`src/rtl/fetch_unit_pkg.sv`:
```
// Shared definitions for the fetch stage: word size, reset PC default and fetch FSM encodings.
package fetch_unit_pkg;

    localparam int          WORD_SIZE        = 16;
    localparam logic [15:0] RESET_PC_DEFAULT = 16'h0000;

    typedef enum logic [1:0] {
        FETCH_IDLE   = 2'b00,
        FETCH_REQ    = 2'b01,
        FETCH_HOLD   = 2'b10,
        FETCH_HALTED = 2'b11
    } fetch_state_e;

endpackage

```
`src/rtl/fetch_unit_if.sv`:
```
// Memory read bus plus the downstream instruction handshake of the fetch stage.
interface fetch_unit_if import fetch_unit_pkg::*; #(parameter int WORD = WORD_SIZE);

    logic            readM;
    logic [WORD-1:0] address;
    logic [WORD-1:0] mem_data;
    logic            mem_ready;
    logic            inst_valid;
    logic [WORD-1:0] inst;
    logic [WORD-1:0] inst_pc;
    logic            inst_ready;

    modport master (
        output readM, address, inst_valid, inst, inst_pc,
        input  mem_data, mem_ready, inst_ready
    );

    modport slave (
        input  readM, address, inst_valid, inst, inst_pc,
        output mem_data, mem_ready, inst_ready
    );

endinterface

```
`src/rtl/fetch_unit_inst_buffer.sv`:
```
// Fetched-instruction holding register; FETCH_PREFETCH_EN adds a second (prefetch) entry behind it.
module fetch_unit_inst_buffer import fetch_unit_pkg::*; #(
    parameter int WORD = WORD_SIZE
) (
    input  logic            clk,
    input  logic            reset_n,
    input  logic            push,
    input  logic            pop,
    input  logic            flush,
    input  logic [WORD-1:0] push_data,
    input  logic [WORD-1:0] push_pc,
    output logic [WORD-1:0] head_data,
    output logic [WORD-1:0] head_pc,
    output logic            empty,
    output logic            full
);

    logic            head_valid_q, head_valid_d;
    logic [WORD-1:0] head_data_q, head_data_d;
    logic [WORD-1:0] head_pc_q, head_pc_d;
`ifdef FETCH_PREFETCH_EN
    logic            tail_valid_q, tail_valid_d;
    logic [WORD-1:0] tail_data_q, tail_data_d;
    logic [WORD-1:0] tail_pc_q, tail_pc_d;
`endif

    always_comb begin
        head_valid_d = head_valid_q;
        head_data_d  = head_data_q;
        head_pc_d    = head_pc_q;
`ifdef FETCH_PREFETCH_EN
        tail_valid_d = tail_valid_q;
        tail_data_d  = tail_data_q;
        tail_pc_d    = tail_pc_q;
        if (flush) begin
            head_valid_d = 1'b0;
            tail_valid_d = 1'b0;
        end else begin
            if (pop) begin
                head_valid_d = tail_valid_q;
                if (tail_valid_q) begin
                    head_data_d = tail_data_q;
                    head_pc_d   = tail_pc_q;
                end
                tail_valid_d = 1'b0;
            end
            // A push lands in the head if the pop just vacated it, else behind it.
            if (push) begin
                if (!head_valid_d) begin
                    head_valid_d = 1'b1;
                    head_data_d  = push_data;
                    head_pc_d    = push_pc;
                end else begin
                    tail_valid_d = 1'b1;
                    tail_data_d  = push_data;
                    tail_pc_d    = push_pc;
                end
            end
        end
`else
        if (flush) begin
            head_valid_d = 1'b0;
        end else if (push) begin
            head_valid_d = 1'b1;
            head_data_d  = push_data;
            head_pc_d    = push_pc;
        end else if (pop) begin
            head_valid_d = 1'b0;
        end
`endif
    end

    always_ff @(posedge clk) begin
        if (!reset_n) begin
            head_valid_q <= 1'b0;
            head_data_q  <= '0;
            head_pc_q    <= '0;
`ifdef FETCH_PREFETCH_EN
            tail_valid_q <= 1'b0;
            tail_data_q  <= '0;
            tail_pc_q    <= '0;
`endif
        end else begin
            head_valid_q <= head_valid_d;
            head_data_q  <= head_data_d;
            head_pc_q    <= head_pc_d;
`ifdef FETCH_PREFETCH_EN
            tail_valid_q <= tail_valid_d;
            tail_data_q  <= tail_data_d;
            tail_pc_q    <= tail_pc_d;
`endif
        end
    end

    assign head_data = head_data_q;
    assign head_pc   = head_pc_q;
    assign empty     = !head_valid_q;
`ifdef FETCH_PREFETCH_EN
    assign full      = head_valid_q && tail_valid_q;
`else
    assign full      = head_valid_q;
`endif

endmodule

```
`src/rtl/fetch_unit.sv`:
```
// Instruction fetch stage: owns the PC, reads memory when granted, hands words downstream.
// Optional FETCH_PREFETCH_EN overlaps the next read with a held instruction.
module fetch_unit import fetch_unit_pkg::*; #(
    parameter int              WORD     = WORD_SIZE,
    parameter logic [WORD-1:0] RESET_PC = WORD'(RESET_PC_DEFAULT)
) (
    input  logic            clk,
    input  logic            reset_n,
    input  logic            bus_grant,
    input  logic            redirect,
    input  logic [WORD-1:0] redirect_pc,
    input  logic            halt,
    output logic [WORD-1:0] num_inst,
    output logic            is_halted,
    fetch_unit_if.master    bus
);

    fetch_state_e    state_q, state_d;
    logic [WORD-1:0] pc_q, pc_d;
    logic [WORD-1:0] num_inst_q, num_inst_d;
    logic            discard_q, discard_d;
    logic            halt_pend_q, halt_pend_d;
    logic            push, pop, flush, next_empty;
    logic            buf_empty, buf_full;
    logic [WORD-1:0] head_data, head_pc;
    logic            read_req, mem_done, handshake;

`ifdef FETCH_PREFETCH_EN
    logic pf_busy_q, pf_busy_d, issue_now;
    // The prefetch read is raised in the same HOLD cycle so back-to-back delivery is possible.
    assign issue_now = (state_q == FETCH_HOLD) && !pf_busy_q && !buf_full && bus_grant
                       && !halt && !redirect;
    assign read_req  = (state_q == FETCH_REQ) || pf_busy_q || issue_now;
`else
    assign read_req  = (state_q == FETCH_REQ);
`endif

    assign mem_done  = read_req && bus.mem_ready;
    assign handshake = !buf_empty && bus.inst_ready;

    always_comb begin
        state_d     = state_q;
        pc_d        = pc_q;
        num_inst_d  = num_inst_q;
        discard_d   = discard_q;
        halt_pend_d = halt_pend_q;
        push        = 1'b0;
        pop         = 1'b0;
        flush       = 1'b0;
        next_empty  = 1'b0;
`ifdef FETCH_PREFETCH_EN
        pf_busy_d   = pf_busy_q;
`endif
        if (state_q == FETCH_HALTED) begin
            state_d = FETCH_HALTED;
        end else if (halt || halt_pend_q) begin
            // An outstanding read must still complete before the bus is released.
            flush = 1'b1;
`ifdef FETCH_PREFETCH_EN
            pf_busy_d = 1'b0;
`endif
            if (read_req && !bus.mem_ready) begin
                state_d     = FETCH_REQ;
                halt_pend_d = 1'b1;
            end else begin
                state_d     = FETCH_HALTED;
                halt_pend_d = 1'b0;
                discard_d   = 1'b0;
            end
        end else if (redirect) begin
            flush = 1'b1;
            pc_d  = redirect_pc;
`ifdef FETCH_PREFETCH_EN
            pf_busy_d = 1'b0;
`endif
            if (read_req && !bus.mem_ready) begin
                state_d   = FETCH_REQ;
                discard_d = 1'b1;
            end else begin
                state_d   = FETCH_IDLE;
                discard_d = 1'b0;
            end
        end else begin
            if (mem_done) begin
`ifdef FETCH_PREFETCH_EN
                pf_busy_d = 1'b0;
`endif
                if (discard_q) begin
                    discard_d = 1'b0;
                end else begin
                    push = 1'b1;
                    pc_d = pc_q + 1'b1;
                end
            end
`ifdef FETCH_PREFETCH_EN
            if (issue_now && !bus.mem_ready) begin
                pf_busy_d = 1'b1;
            end
`endif
            if (handshake) begin
                pop        = 1'b1;
                num_inst_d = num_inst_q + 1'b1;
            end
            next_empty = buf_empty ? !push : (!buf_full && pop && !push);
            case (state_q)
                FETCH_IDLE: if (bus_grant) state_d = FETCH_REQ;
                FETCH_REQ:  if (mem_done) state_d = discard_q ? FETCH_IDLE : FETCH_HOLD;
                FETCH_HOLD: begin
                    if (next_empty) begin
                        state_d = FETCH_IDLE;
`ifdef FETCH_PREFETCH_EN
                        if (pf_busy_d) begin
                            state_d   = FETCH_REQ;
                            pf_busy_d = 1'b0;
                        end
`endif
                    end
                end
                default: state_d = state_q;
            endcase
        end
    end

    always_ff @(posedge clk) begin
        if (!reset_n) begin
            state_q     <= FETCH_IDLE;
            pc_q        <= RESET_PC;
            num_inst_q  <= '0;
            discard_q   <= 1'b0;
            halt_pend_q <= 1'b0;
`ifdef FETCH_PREFETCH_EN
            pf_busy_q   <= 1'b0;
`endif
        end else begin
            state_q     <= state_d;
            pc_q        <= pc_d;
            num_inst_q  <= num_inst_d;
            discard_q   <= discard_d;
            halt_pend_q <= halt_pend_d;
`ifdef FETCH_PREFETCH_EN
            pf_busy_q   <= pf_busy_d;
`endif
        end
    end

    fetch_unit_inst_buffer #(.WORD(WORD)) u_inst_buffer (
        .clk       (clk),
        .reset_n   (reset_n),
        .push      (push),
        .pop       (pop),
        .flush     (flush),
        .push_data (bus.mem_data),
        .push_pc   (pc_q),
        .head_data (head_data),
        .head_pc   (head_pc),
        .empty     (buf_empty),
        .full      (buf_full)
    );

    assign bus.readM      = read_req;
    assign bus.address    = read_req ? pc_q : '0;
    assign bus.inst_valid = !buf_empty;
    assign bus.inst       = head_data;
    assign bus.inst_pc    = head_pc;
    assign num_inst       = num_inst_q;
    assign is_halted      = (state_q == FETCH_HALTED);

endmodule

```
`src/flat_wrapper.sv`:
```
// flat-port wrapper written by rule: the top's interface ports become plain ports
module fetch_unit_flat import fetch_unit_pkg::*;
#(
    parameter int              WORD     = WORD_SIZE,
    parameter logic [WORD-1:0] RESET_PC = WORD'(RESET_PC_DEFAULT)
)
  (clk, reset_n, bus_grant, redirect, redirect_pc, halt, num_inst, is_halted, bus_readM, bus_address, bus_inst_valid, bus_inst, bus_inst_pc, bus_mem_data, bus_mem_ready, bus_inst_ready);
  fetch_unit_if #(.WORD(WORD)) bus_i ();
  input  logic clk;
  input  logic reset_n;
  input  logic bus_grant;
  input  logic redirect;
  input  logic [WORD-1:0] redirect_pc;
  input  logic halt;
  output logic [WORD-1:0] num_inst;
  output logic is_halted;
  output wire logic [$bits(bus_i.readM)-1:0] bus_readM;
  output wire logic [$bits(bus_i.address)-1:0] bus_address;
  output wire logic [$bits(bus_i.inst_valid)-1:0] bus_inst_valid;
  output wire logic [$bits(bus_i.inst)-1:0] bus_inst;
  output wire logic [$bits(bus_i.inst_pc)-1:0] bus_inst_pc;
  input wire logic [$bits(bus_i.mem_data)-1:0] bus_mem_data;
  input wire logic [$bits(bus_i.mem_ready)-1:0] bus_mem_ready;
  input wire logic [$bits(bus_i.inst_ready)-1:0] bus_inst_ready;
  assign bus_readM = bus_i.readM;
  assign bus_address = bus_i.address;
  assign bus_inst_valid = bus_i.inst_valid;
  assign bus_inst = bus_i.inst;
  assign bus_inst_pc = bus_i.inst_pc;
  assign bus_i.mem_data = bus_mem_data;
  assign bus_i.mem_ready = bus_mem_ready;
  assign bus_i.inst_ready = bus_inst_ready;
  fetch_unit #(.WORD(WORD), .RESET_PC(RESET_PC)) u_core (.clk(clk), .reset_n(reset_n), .bus_grant(bus_grant), .redirect(redirect), .redirect_pc(redirect_pc), .halt(halt), .num_inst(num_inst), .is_halted(is_halted), .bus(bus_i));
endmodule
```
`config.mk`:
```
export PLATFORM = sky130hd
export DESIGN_NAME = fetch_unit_flat
export DESIGN_NICKNAME = d
export VERILOG_FILES = /design/src/rtl/fetch_unit_pkg.sv /design/src/rtl/fetch_unit_if.sv /design/src/rtl/fetch_unit_inst_buffer.sv /design/src/rtl/fetch_unit.sv /design/src/flat_wrapper.sv
export SDC_FILE = /design/constraint.sdc
export NUM_CORES = 1
export LEC_CHECK = 0
export CORE_MARGIN = 2
export CORE_UTILIZATION = 45
export CTS_BUF_LIST = sky130_fd_sc_hd__clkbuf_8
export CTS_CLUSTER_SIZE = 16
export DETAILED_ROUTE_END_ITERATION = 12
export GPL_TIMING_DRIVEN = 1
export PLACE_DENSITY_LB_ADDON = 0.08
export RECOVER_POWER = 50
export SLEW_MARGIN = 20
export SYNTH_ARGS = -nofsm -noshare
export SYNTH_HDL_FRONTEND = slang
export SYNTH_HIERARCHICAL = 1
export SYNTH_SLANG_ARGS = --single-unit
```
`constraint.sdc`:
```
create_clock -name clk -period 3.2 [get_ports clk]
set_clock_uncertainty 0.05 [all_clocks]
set_input_delay 0.32 -clock clk [delete_from_list [all_inputs] [get_ports clk]]
set_output_delay 0.32 -clock clk [all_outputs]
set_load 0.01 [all_outputs]
```
==> impl_metrics.yaml <==
run_status:
  outcome: "complete, no violations"
grt:
  grt_max_degree: 47
  antenna_found_initial: 0
  gr-usage-all-layers: 0.2215
  globalRouteOverflowTotal: 0
  first_global_vias: 3311
  grt_pass1_wl_microns: 15510
routing:
  postRouteAntennaNets: 0
  wl_met1_microns: 4400
  route.vias.total: 3417
  dr.first_iter.drc_count: 156
  wl_met2_microns: 4464
  route.detailed.drc: 0
  highest-signal-layer: "met4"
  viasPerCell: 5.381
  wl_per_cell_microns: 14.91
  drtPass1Iterations: 4
  routed_wl_microns: 9471
  wl_met3_microns: 509
finish:
  utilization: 0.6271
  nets: 574
  final.fill_count: 709
  synthToLayoutAreaGrowth_pct: 34.67
  drive_above_1_share: 0.04690
  diodes: 0
clock_tree:
  cts_hold_buf: 0
  clk_path_buf_depth: 2
  clk_pin_slew_ns: 0.07
  ctsRootBufferMaster: "clkbuf_8"
  htree_levels: 3
  cts_setup_buffers: 0
  clkLatencyLatePin_ns: 0.34
  cts_sinks: 69
  cts_tree: "done"
  numCtsBuffers: 9
  post_cts_resized: 0
worst_setup_path:
  critPathMaxFanout: 30
  critPathTopFamily: "buffers and inverters"
  start_kind: "input port"
  crit_path_cell_trace: "dlygate4sd3_1 > clkbuf_2 > clkinv_1 > a21oi_1 > nand2_1 > o22ai_1"
  arrival_ns: 2.77
  critPathKind: "input port to flop"
  required_ns: 3.41
  timing.critical_path.buf_inv: 3
  max_stage_delay_ns: 0.59
  worstSetupEndpointType: "flop"
  cp_slowest_cell: "dlygate4sd3_1"
synthesis:
  ys_seq_area_frac: 0.3839
  ys.flop_type: "dfxtp_1"
  post_synth_num_cell_types: 55
  synth_top_area_share: 0.3839
  synth_top_area_cell: "dfxtp_1"
  ys_warn_count: 6
  avgSynthCellArea_sq_um: 8.388
  netlist_instances: 429
  syn_nets: 474
  synth_edf_count: 0
  netlist_area_sq_um: 3598
  async_flop_share: 0
  ys_seq_elements: 69
  ys_top_cells_by_area: "dfxtp_1, mux2i_1, nand2_1"
die:
  dieArea_sq_um: 8728
  io_pins: 106
  die_x_microns: 93.43
  num_rows: 32
  die_y_microns: 93.43
  initial_core_util: 0.4657
  core-area_sq_um: 7727
timing:
  finalSetupTns_ns: 0
  hold_viol: 0
  slew-limit-headroom: 0.6174
  worst_pin_slew_ns: 0.5738
  period_share: 0.8009
  finalSetupViolCount: 0
  drv_slew: 0
  fmax_ghz: 0.3902
  rsz0062_at_grt: "false"
  fin_crit_ns: 2.563
placed_design:
  place_congestion: 0.8209
  io_buffer_count: 105
  dp_hpwl_microns: 6734
job:
  cap_viol_max_count: 0
power_and_ir_drop:
  p_leak_nw: 1.853
  powerDensity_nw_per_um2: 369.2
  ir_worst_vdd_mv: 0.2162
min_path:
  hp-class: "input port to flop"
logic make-up (layout without fill, tap and decap cells):
family                     Yosys count  count (layout)  share of synthesized area
adders and majority gates            6               6                    0.02086
xor gates and xnor gates             8               8                    0.01947
AOI/OAI and AO/OA                   68              68                     0.1311
DFF                                 69              69                     0.3839
muxes                               37              37                     0.1029
buffers and inverters               39             143                    0.05981
and+or+nand+nor                    202             202                     0.2820
worst reg2reg max path, stage by stage, from the launching register on:
cell and delay, ns:
dfxtp_1 0.35, ha_1 0.32, or4_1 0.58, or3_1 0.50, or4_1 0.43, a21oi_1 0.18
cell type report:
type | count | area (sq um) | area share
multi-input cells | 321 | 2002 | 0.4131
flip-flops and latches | 69 | 1381 | 0.2850
repair buffers | 114 | 1116 | 0.2303
clock buffers | 10 | 137.6 | 0.02840
well taps | 102 | 127.6 | 0.02634
inverters | 14 | 52.55 | 0.01084
clock inverters | 5 | 28.78 | 0.005939
cells in the final DEF (no fill, tap or decap), drive strengths merged, types with 15 or more instances in the layout:
master and instances:
nor2 19, nand3 15, dfxtp 69, mux2i 37, and2 16, nand2 87
clkdlybuf4s50 53, a21oi 18, dlygate4sd3 51
per-layer routing:
layer,GRT usage,up-vias
met5,0,-
met4,0.09069,0
met3,0.04512,8
met2,0.3579,97
met1,0.2881,1587
li1,-,1725
registers in the layout, indices dropped and copies added (netlist names):
signal / flops
u_core/num_inst: 16
u_core/u_inst_buffer/head_data: 16
u_core/halt_pend_q: 1
u_core/state_q: 2
u_core/pc_q: 16
u_core/u_inst_buffer/full: 1
u_core/discard_q: 1
u_core/u_inst_buffer/head_pc: 16
report_power, final:
part | switching [mW] | leakage (nW) | internal [mW]
Sequential | 0.0331 | 0.558 | 0.880
Combinational | 0.138 | 1.21 | 0.125
Clock | 0.320 | 0.0853 | 0.292
Total | 0.492 | 1.85 | 1.30
worst paths after layout:
path | startpoint | to | slack [ns] | depth (start not counted)
max | redirect | u_core/pc_q[7] | 0.64 | 6
min | reset_n | u_core/pc_q[12] | 0.29 | 2
max reg2reg | u_core/state_q[0] | u_core/num_inst[11] | 0.73 | 5
min reg2reg | u_core/u_inst_buffer/head_data[8] | u_core/u_inst_buffer/head_data[8] | 0.41 | 2
stage by stage:
step / total power [mW] / hold WS (ns) / area, sq um / setup WS [ns] / std cells
after floorplan: 1.074 / 0.4121 / 3598 / 0.9075 / 429
after global placement: 1.191 / 0.3912 / 4690 / 0.5678 / 620
after detailed placement: 1.198 / 0.3991 / 4690 / 0.4481 / 620
after CTS: 1.804 / 0.2867 / 4856 / 0.7241 / 635
final: 1.789 / 0.2918 / 4846 / 0.6372 / 635
after global routing: 1.880 / 0.2886 / 4846 / 0.4812 / 635
cell usage after synthesis (all sizes together), types with 3 or more instances:
master	instances
dfxtp	69
or3	4
o31ai	7
nor4	10
nand4	9
nand2	87
and4	4
a21oi	18
o21ai	8
nand3	15
inv	12
nor3	7
clkbuf	10
or4	11
o211ai	4
a22o	3
nand2b	5
mux2i	37
nor2	19
and2	16
o22ai	4
xor2	4
buf	15
nor2b	9
ha	6
xnor2	4
No activity file was read; power rests on OpenSTA's default activity.
